--- src/rtl/caliptra_prim_esc_pkg.sv ---
// Shared types for the differential escalation link: wire pairs, idle values
// and the receiver state encoding.
package caliptra_prim_esc_pkg;

    // Request pair driven by the escalation sender.
    typedef struct packed {
        logic esc_p;
        logic esc_n;
    } esc_tx_t;

    // Response pair returned to the sender.
    typedef struct packed {
        logic resp_p;
        logic resp_n;
    } esc_rx_t;

    localparam esc_tx_t ESC_TX_DEFAULT = '{esc_p: 1'b0, esc_n: 1'b1};
    localparam esc_rx_t ESC_RX_DEFAULT = '{resp_p: 1'b0, resp_n: 1'b1};

    localparam int unsigned StateWidth = 6;

    // Pairwise Hamming distance >= 3 so a single flipped bit cannot land in
    // another legal state.
    typedef enum logic [StateWidth-1:0] {
        Idle     = 6'b000111,
        Check    = 6'b011100,
        PingResp = 6'b101010,
        EscResp  = 6'b110001,
        SigInt   = 6'b111111
    } esc_state_e;

endpackage

--- src/rtl/caliptra_prim_diff_decode.sv ---
// Differential pair decoder for a pair that shares the receiver's clock.
// No skew is tolerated, so any cycle with equal wires is an integrity error.
//   diff_p, diff_n : differential input pair
//   level_c        : decoded logic level (the positive wire)
//   sigint_c       : both wires equal
module caliptra_prim_diff_decode (
    input  logic diff_p,
    input  logic diff_n,
    output logic level_c,
    output logic sigint_c
);

    assign level_c  = diff_p;
    assign sigint_c = (diff_p == diff_n);

endmodule

--- src/rtl/caliptra_prim_esc_receiver.sv ---
// Receiving end of the differential escalation link. Separates pings
// (one-cycle pulses) from escalations (pulses of two or more cycles), answers
// with the differential response pattern the sender checks, and requests
// escalation locally on escalation, integrity failure or ping timeout.
//   clk_i     : clock
//   rst_ni    : synchronous active-low reset
//   esc_tx_i  : {esc_p, esc_n} from the sender
//   esc_rx_o  : {resp_p, resp_n} to the sender
//   esc_req_o : escalation request to local logic
module caliptra_prim_esc_receiver
    import caliptra_prim_esc_pkg::*;
#(
    parameter bit          TimeoutEn    = 1'b1,
    parameter int unsigned TimeoutCntDw = 16
) (
    input  logic    clk_i,
    input  logic    rst_ni,
    input  esc_tx_t esc_tx_i,
    output esc_rx_t esc_rx_o,
    output logic    esc_req_o
);

    localparam logic [TimeoutCntDw-1:0] CntMax = '1;

    logic level_c;
    logic sigint_c;

    caliptra_prim_diff_decode u_decode (
        .diff_p   (esc_tx_i.esc_p),
        .diff_n   (esc_tx_i.esc_n),
        .level_c  (level_c),
        .sigint_c (sigint_c)
    );

    esc_state_e              state_q, state_d;
    logic                    resp_p_q, resp_p_d;
    logic                    resp_n_q, resp_n_d;
    logic                    esc_q, esc_d;
    logic                    ping_done_c;
    logic                    cnt_sat_c;
    logic [TimeoutCntDw-1:0] cnt_q, cnt_d;

    // Next state and response; integrity failure overrides the level.
    always_comb begin
        state_d     = state_q;
        resp_p_d    = ESC_RX_DEFAULT.resp_p;
        resp_n_d    = ESC_RX_DEFAULT.resp_n;
        esc_d       = 1'b0;
        ping_done_c = 1'b0;

        if (sigint_c) begin
            // Equal, toggling response so the sender also sees the failure.
            state_d  = SigInt;
            resp_p_d = ~resp_p_q;
            resp_n_d = ~resp_p_q;
            esc_d    = 1'b1;
        end else begin
            unique case (state_q)
                Idle: begin
                    if (level_c) begin
                        state_d  = Check;
                        resp_p_d = 1'b1;
                        resp_n_d = 1'b0;
                    end
                end
                Check: begin
                    if (level_c) begin
                        state_d = EscResp;
                        esc_d   = 1'b1;
                    end else begin
                        state_d     = PingResp;
                        ping_done_c = 1'b1;
                    end
                end
                PingResp: begin
                    if (level_c) begin
                        // New request before the ping handshake finished.
                        state_d  = SigInt;
                        resp_p_d = ~resp_p_q;
                        resp_n_d = ~resp_p_q;
                        esc_d    = 1'b1;
                    end else begin
                        state_d  = Idle;
                        resp_p_d = 1'b1;
                        resp_n_d = 1'b0;
                    end
                end
                EscResp, SigInt: begin
                    if (level_c) begin
                        state_d  = EscResp;
                        resp_p_d = ~resp_p_q;
                        resp_n_d = resp_p_q;
                        esc_d    = 1'b1;
                    end else begin
                        state_d = Idle;
                    end
                end
                default: begin
                    state_d  = SigInt;
                    resp_p_d = ~resp_p_q;
                    resp_n_d = ~resp_p_q;
                    esc_d    = 1'b1;
                end
            endcase
        end
    end

    // Ping timeout: saturation is sticky, a completed ping restarts the count.
    always_comb begin
        cnt_sat_c = (cnt_q == CntMax);
        cnt_d     = cnt_q;
        if (!TimeoutEn) begin
            cnt_d = '0;
        end else if (cnt_sat_c) begin
            cnt_d = cnt_q;
        end else if (ping_done_c) begin
            cnt_d = '0;
        end else begin
            cnt_d = cnt_q + TimeoutCntDw'(1);
        end
    end

    // State and output registers.
    always_ff @(posedge clk_i) begin
        if (!rst_ni) begin
            state_q  <= Idle;
            resp_p_q <= ESC_RX_DEFAULT.resp_p;
            resp_n_q <= ESC_RX_DEFAULT.resp_n;
            esc_q    <= 1'b0;
            cnt_q    <= '0;
        end else begin
            state_q  <= state_d;
            resp_p_q <= resp_p_d;
            resp_n_q <= resp_n_d;
            esc_q    <= esc_d;
            cnt_q    <= cnt_d;
        end
    end

    assign esc_rx_o  = '{resp_p: resp_p_q, resp_n: resp_n_q};
    assign esc_req_o = esc_q | (TimeoutEn & cnt_sat_c);

endmodule

--- config.mk ---
export PLATFORM = sky130hd
export DESIGN_NAME = caliptra_prim_esc_receiver
export DESIGN_NICKNAME = d
export VERILOG_FILES = /design/src/rtl/caliptra_prim_esc_pkg.sv /design/src/rtl/caliptra_prim_diff_decode.sv /design/src/rtl/caliptra_prim_esc_receiver.sv
export SDC_FILE = /design/constraint.sdc
export NUM_CORES = 1
export LEC_CHECK = 0
export CAP_MARGIN = 40
export CORE_AREA = 2 2 45 64
export CTS_CLUSTER_DIAMETER = 100
export DETAILED_ROUTE_END_ITERATION = 8
export DIE_AREA = 0 0 47 66
export PLACE_DENSITY = 0.77
export SETUP_SLACK_MARGIN = 0.4
export SLEW_MARGIN = 5
export SYNTH_ARGS = -nofsm -noshare
export SYNTH_HDL_FRONTEND = slang
export SYNTH_SLANG_ARGS = --single-unit
--- constraint.sdc ---
create_clock -name clk_i -period 4.6 [get_ports clk_i]
set_input_delay 0.92 -clock clk_i [delete_from_list [all_inputs] [get_ports clk_i]]
set_output_delay 0.92 -clock clk_i [all_outputs]
set_load 0.05 [all_outputs]
# ---- After elaboration in Yosys (flattened, before gate mapping)
# Cells that the tools add are included.
dict set report op_classes {
  add_sub_neg 1
  multipliers 0
  div_mod_pow 0
  magnitude_cmp 0
  n_eq_ne 9
  n_shift 0
  muxes 20
  n_bitwise 3
  n_reduce_logical 3
}
# cell n
set ops {}
lappend ops {{2-to-1 mux 6 bit} 4}
lappend ops {{case mux 6 bit (4 select lines)} 1}
lappend ops {{== test 6 bit (second input constant)} 3}
lappend ops {{adder 16 x 1 -> 16 bit (second input constant)} 1}
lappend ops {{== test 16 bit (second input constant)} 1}
lappend ops {{2-to-1 mux 16 bit} 1}
lappend ops {{2-to-1 mux 1 bit} 10}
lappend ops {{case mux 1 bit (4 select lines)} 2}
lappend ops {{== test 6 x 3 -> 1 bit (second input constant)} 1}
lappend ops {{== test 6 x 5 -> 1 bit (second input constant)} 1}
lappend ops {{2-to-1 mux 5 bit} 1}
lappend ops {{OR reduction 2 bit} 2}
lappend ops {{OR reduction 4 bit} 1}
lappend ops {{!= test 3 bit (second input constant)} 1}
lappend ops {{!= test 2 bit (second input constant)} 1}
lappend ops {{inverter 1 bit} 2}
lappend ops {{case mux 1 bit (2 select lines)} 1}
lappend ops {{== test 1 bit} 1}
lappend ops {{bitwise OR 1 bit} 1}
dict set report totals {
  ff_bits 25
  latch_bits 0
  ram_bits 0
  mem_bits_ro 0
  in_bits 4
  n_memories 0
}

# ---- Longest topological paths before layout
dict set report logic_depth {
  ltp_word 4
  ltp_mapped 9
  mapped_depth_nobuf 7
}

# ---- Hierarchy
# From an unflattened synthesis, not the netlist that was laid out.
dict set report hier_totals {
  cells_unflattened 158
  hier_area_um2 1382.6
}
# mod n_inst cells_per_inst area_per_inst_um2 seq_area_each_um2
set modules_own_cells {}
lappend modules_own_cells {caliptra_prim_esc_receiver 1 156 1366.3 500.5}
lappend modules_own_cells {caliptra_prim_diff_decode 1 2 16.3 0.0}

# ---- Worst setup path after synthesis
# Ideal clock, no wire load.
dict set report synth_path {
  kind {reg2out}
  startpoint {reg cnt_q[0]}
  endpoint {out esc_req_o}
  t_arrival_ns 1.716
  required_ns 3.680
  setup_slack_ns 1.964
  path_stages_with_launch 7
  path_buffers 1
  cell_sequence {dfxtp_1 -> ha_1 -> nand3_2 -> nor4_4 -> and2_4 -> buf_6 -> or2_2}
}
dict set report synth_between {
  elab_chain_cells 2
}
# item line
set synth_rtl {}
lappend synth_rtl {{from (decl)} caliptra_prim_esc_receiver.sv:41} ;# logic [TimeoutCntDw-1:0] cnt_q, cnt_d;
lappend synth_rtl {{from (signal assigned)} caliptra_prim_esc_receiver.sv:136} ;# cnt_q <= cnt_d;
lappend synth_rtl {{== test 16 bit} caliptra_prim_esc_receiver.sv:110} ;# cnt_sat_c = (cnt_q == CntMax);
lappend synth_rtl {{bitwise OR 1 bit} caliptra_prim_esc_receiver.sv:141} ;# assign esc_req_o = esc_q | (TimeoutEn & cnt_sat_c);
lappend synth_rtl {{to (decl)} caliptra_prim_esc_receiver.sv:20} ;# output logic esc_req_o
# Every way passes these cells.

# ---- Worst setup path in the final report
# Ends and elaborated chain as after synthesis.

==> flow_summary.rst <==
.. list-table::
   :header-rows: 1

   * - Metric
     - Value
   * - Status
     - completed
   * - Kind of path behind the tightest hold check
     - reg2reg
   * - Peak supply drop
     - 0.000175 V
   * - Setup crit start
     - cnt_q[0]
   * - Utilization after layout
     - 60.7%
   * - Avg Synthesized Cell Area
     - 7.92 sq um
   * - Share of layout cells above drive strength 1
     - 9.73%
   * - Vertical die dimension
     - 66 um
   * - Min-Delay Path Depth
     - 1
   * - Clock skew
     - ~9.5 ps
   * - Average via count per standard cell
     - roughly 6.2
   * - Global-route total usage across every layer
     - 24.7%
   * - Hold Startpoint
     - cnt_q[6]
   * - Number of antenna violations at the first check in global routing
     - 0
   * - Area of the core region
     - 2530 sq um
   * - Sequential area share after synthesis
     - ~34%
   * - CTS Hold Bufs
     - 0
   * - TritonCTS Buffers
     - 3
   * - Kind of launch point of the worst setup path
     - register
   * - Share of the clock period used by the worst path after layout
     - 81.0%
   * - Commonest cells post-synth
     - sky130_fd_sc_hd__dfxtp_1, sky130_fd_sc_hd__nand2_1, sky130_fd_sc_hd__nand3_1
   * - Final setup violation count
     - 0
   * - Ys flop type
     - sky130_fd_sc_hd__dfxtp_1
   * - Final period demand of the worst path
     - 3730 ps
   * - Max Freq
     - 0.268 GHz
   * - Post-DP HPWL
     - 2.50 mm
   * - Met1 Track Usage GR
     - 27.1%
   * - Gr busiest metal
     - met2
   * - Number of detailed-route iterations in the first pass
     - 5
   * - Pwr dens
     - ~250 nW/um^2
   * - Number of I/O pins
     - 7
   * - Net count after synthesis
     - 192
   * - Total negative slack
     - 0 ps
   * - Die Span X
     - 47 um
   * - Relative max-transition margin
     - 60.4%
   * - Global-route wire length before repair
     - ~5.7 mm
   * - Max Transition Viols Final
     - 0
   * - Post-CTS Resized
     - 0
   * - Type of element capturing the critical path
     - output port
   * - Area Overhead vs Synth
     - 4.33%
   * - Clock insertion delay at the later pin of the skew report
     - ~300 ps
   * - Worst Max-Slew Pin Slew
     - roughly 590 ps
   * - WS Path Type
     - reg2out
   * - Post CTS Setup Buffer Count
     - 0
   * - DIE AREA
     - 3100 sq um
   * - Fraction of synthesis flops using an asynchronous set or reset pin
     - 0%
   * - Leak
     - 0.538 nW
   * - CTS tree
     - yes
   * - Warning count from the yosys run
     - 0
   * - Number of max-capacitance violations reported
     - 0
   * - DRC violations left
     - 0
   * - Wire length after detailed routing
     - 3.28 mm
   * - Initial core utilization
     - 58.2%
   * - Via total after detailed routing
     - 1372
   * - Met2 layer usage reported by global route
     - 44.5%
   * - Clk sinks
     - 25
   * - Final hold viol count
     - 0
   * - #FFs+latches synth
     - 25
   * - Placer's final routability congestion estimate
     - 0.884
   * - Top cell type's share of synthesized area
     - 34.0%
   * - Post-Layout Cell Count
     - 221
   * - Worst setup slack before clock tree synthesis
     - ~1200 ps
   * - H-tree depth reported by CTS
     - 1
   * - Iter 0 DRT Violations
     - 39
   * - Std-Cell Rows
     - 22
   * - Overall overflow remaining after global route
     - 0
   * - Reg-to-Reg Start
     - state_q[2]
   * - Top post-synthesis cells by area
     - sky130_fd_sc_hd__dfxtp_1, sky130_fd_sc_hd__nand3_1, sky130_fd_sc_hd__a21oi_1
   * - Via count of the first global-routing pass
     - ~1400
   * - R2R depth
     - 5
   * - Clock transition at path regs
     - 130 ps
   * - Arr. time, crit path
     - approximately 2800 ps
   * - Required time of the critical path
     - 3680 ps
   * - Number of nets in the final layout
     - approximately 190
   * - Met3 Usage GRT
     - 2.46%
   * - Total of fill cells in the finished design
     - 240
   * - Final routed wire length divided by cell count
     - 14.8 um
   * - Unrepaired setup endpoints after global routing
     - false
   * - Final ANT Viol Nets
     - 0
   * - Most frequent cell after synthesis
     - sky130_fd_sc_hd__dfxtp_1
   * - Antenna diodes
     - 0
   * - Largest fanout of any net on the critical path
     - 14
   * - Post-route setup slack
     - a little under 900 ps
   * - Clock Path Buffers
     - 2
   * - Buffer cell driving the clock tree root
     - sky130_fd_sc_hd__clkbuf_4
   * - DP Cell Count
     - 217
   * - Largest net degree at the start of global routing
     - 18
   * - Port Buffer Count
     - 6
   * - Number of distinct standard cells referenced by the synthesized netlist
     - 46
   * - Netlist Area Pre-Place
     - between 1000 and 1500 sq um
   * - Cell type with the highest aggregate area in the netlist
     - sky130_fd_sc_hd__dfxtp_1
   * - Count of flip-flops with a built-in enable after synthesis
     - 0
   * - Number of cells produced by synthesis
     - ~190
-- cells by family (layout without fill, tap and decap cells) --
group,Yosys count,count (layout),synth area share [%]
compound gates,54,54,23.0
flops,25,25,34.0
fa+ha+maj,2,2,1.70
simple gates,88,88,35.2
buf+inv,17,16,6.11
-- registers in the layout, indices dropped and copies added (netlist names) --
| signal | cells |
|---|---|
| resp_p_q | 1 |
| esc_q | 1 |
| cnt_q | 16 |
| state_q | 6 |
| resp_n_q | 1 |
-- power breakdown --
part | total (mW) | internal (mW) | leakage (nW) | switching (mW)
clock | 0.0942 | 0.0337 | 0.0150 | 0.0605
combinational | 0.0577 | 0.0219 | 0.319 | 0.0358
sequential | 0.234 | 0.225 | 0.204 | 0.00883
-- metal layers --
layer	wire (um)	part of all wire [%]	vias to the layer above
met1	1280	39	644
met3	80	2.4	8
met2	1830	56	38
li1	-	-	682
met5	0	0	-
met4	80	2.4	0
-- path summary, 6_finish.rpt --
check,to,slack [ps]
worst min-delay path,cnt_q[6],510
worst min register to register,cnt_q[6],510
worst max-delay path,esc_req_o,870
worst max register to register,cnt_q[11],2450
-- cell type report --
cell class              count  area, sq um  area share [%]
multi-input cells         144          883            57.4
flip-flops and latches     25          500            32.5
repair buffers              6         60.1            3.91
well taps                  36         45.0            2.93
clock buffers               4         26.3            1.71
inverters                   6         22.5            1.46
-- through the flow --
step / hold slack (ps) / power [mW] / area, sq um
global route: 549 / 0.407 / 1540
global placement: 474 / 0.293 / 1510
floorplan: 449 / 0.282 / 1470
detailed placement: 484 / 0.295 / 1510
CTS: 515 / 0.389 / 1540
finish: 509 / 0.386 / 1540
-- critical path, stage by stage (launching register included) --
cell,delay (ps)
sky130_fd_sc_hd__dfxtp_1,410
sky130_fd_sc_hd__ha_1,240
sky130_fd_sc_hd__nand3_2,140
sky130_fd_sc_hd__nor4_4,440
sky130_fd_sc_hd__and2_4,320
sky130_fd_sc_hd__or2_2,140
sky130_fd_sc_hd__clkdlybuf4s50_1,810
-- cell usage in the layout (no fill, tap or decap), drive strengths merged, types with 3 or more instances in the layout --
cell and n:
inv 5, o21a 3, a21oi 17, o211ai 3, nand3 21, clkbuf 4
and3 4, and4bb 4, nor2 11, o21ai 15, nand2 21, dfxtp 25
nor3 5, and2 4, or3 4, or4 3, clkdlybuf4s50 6, a211oi 3
a31oi 5
(Power assumes the default switching activity.)
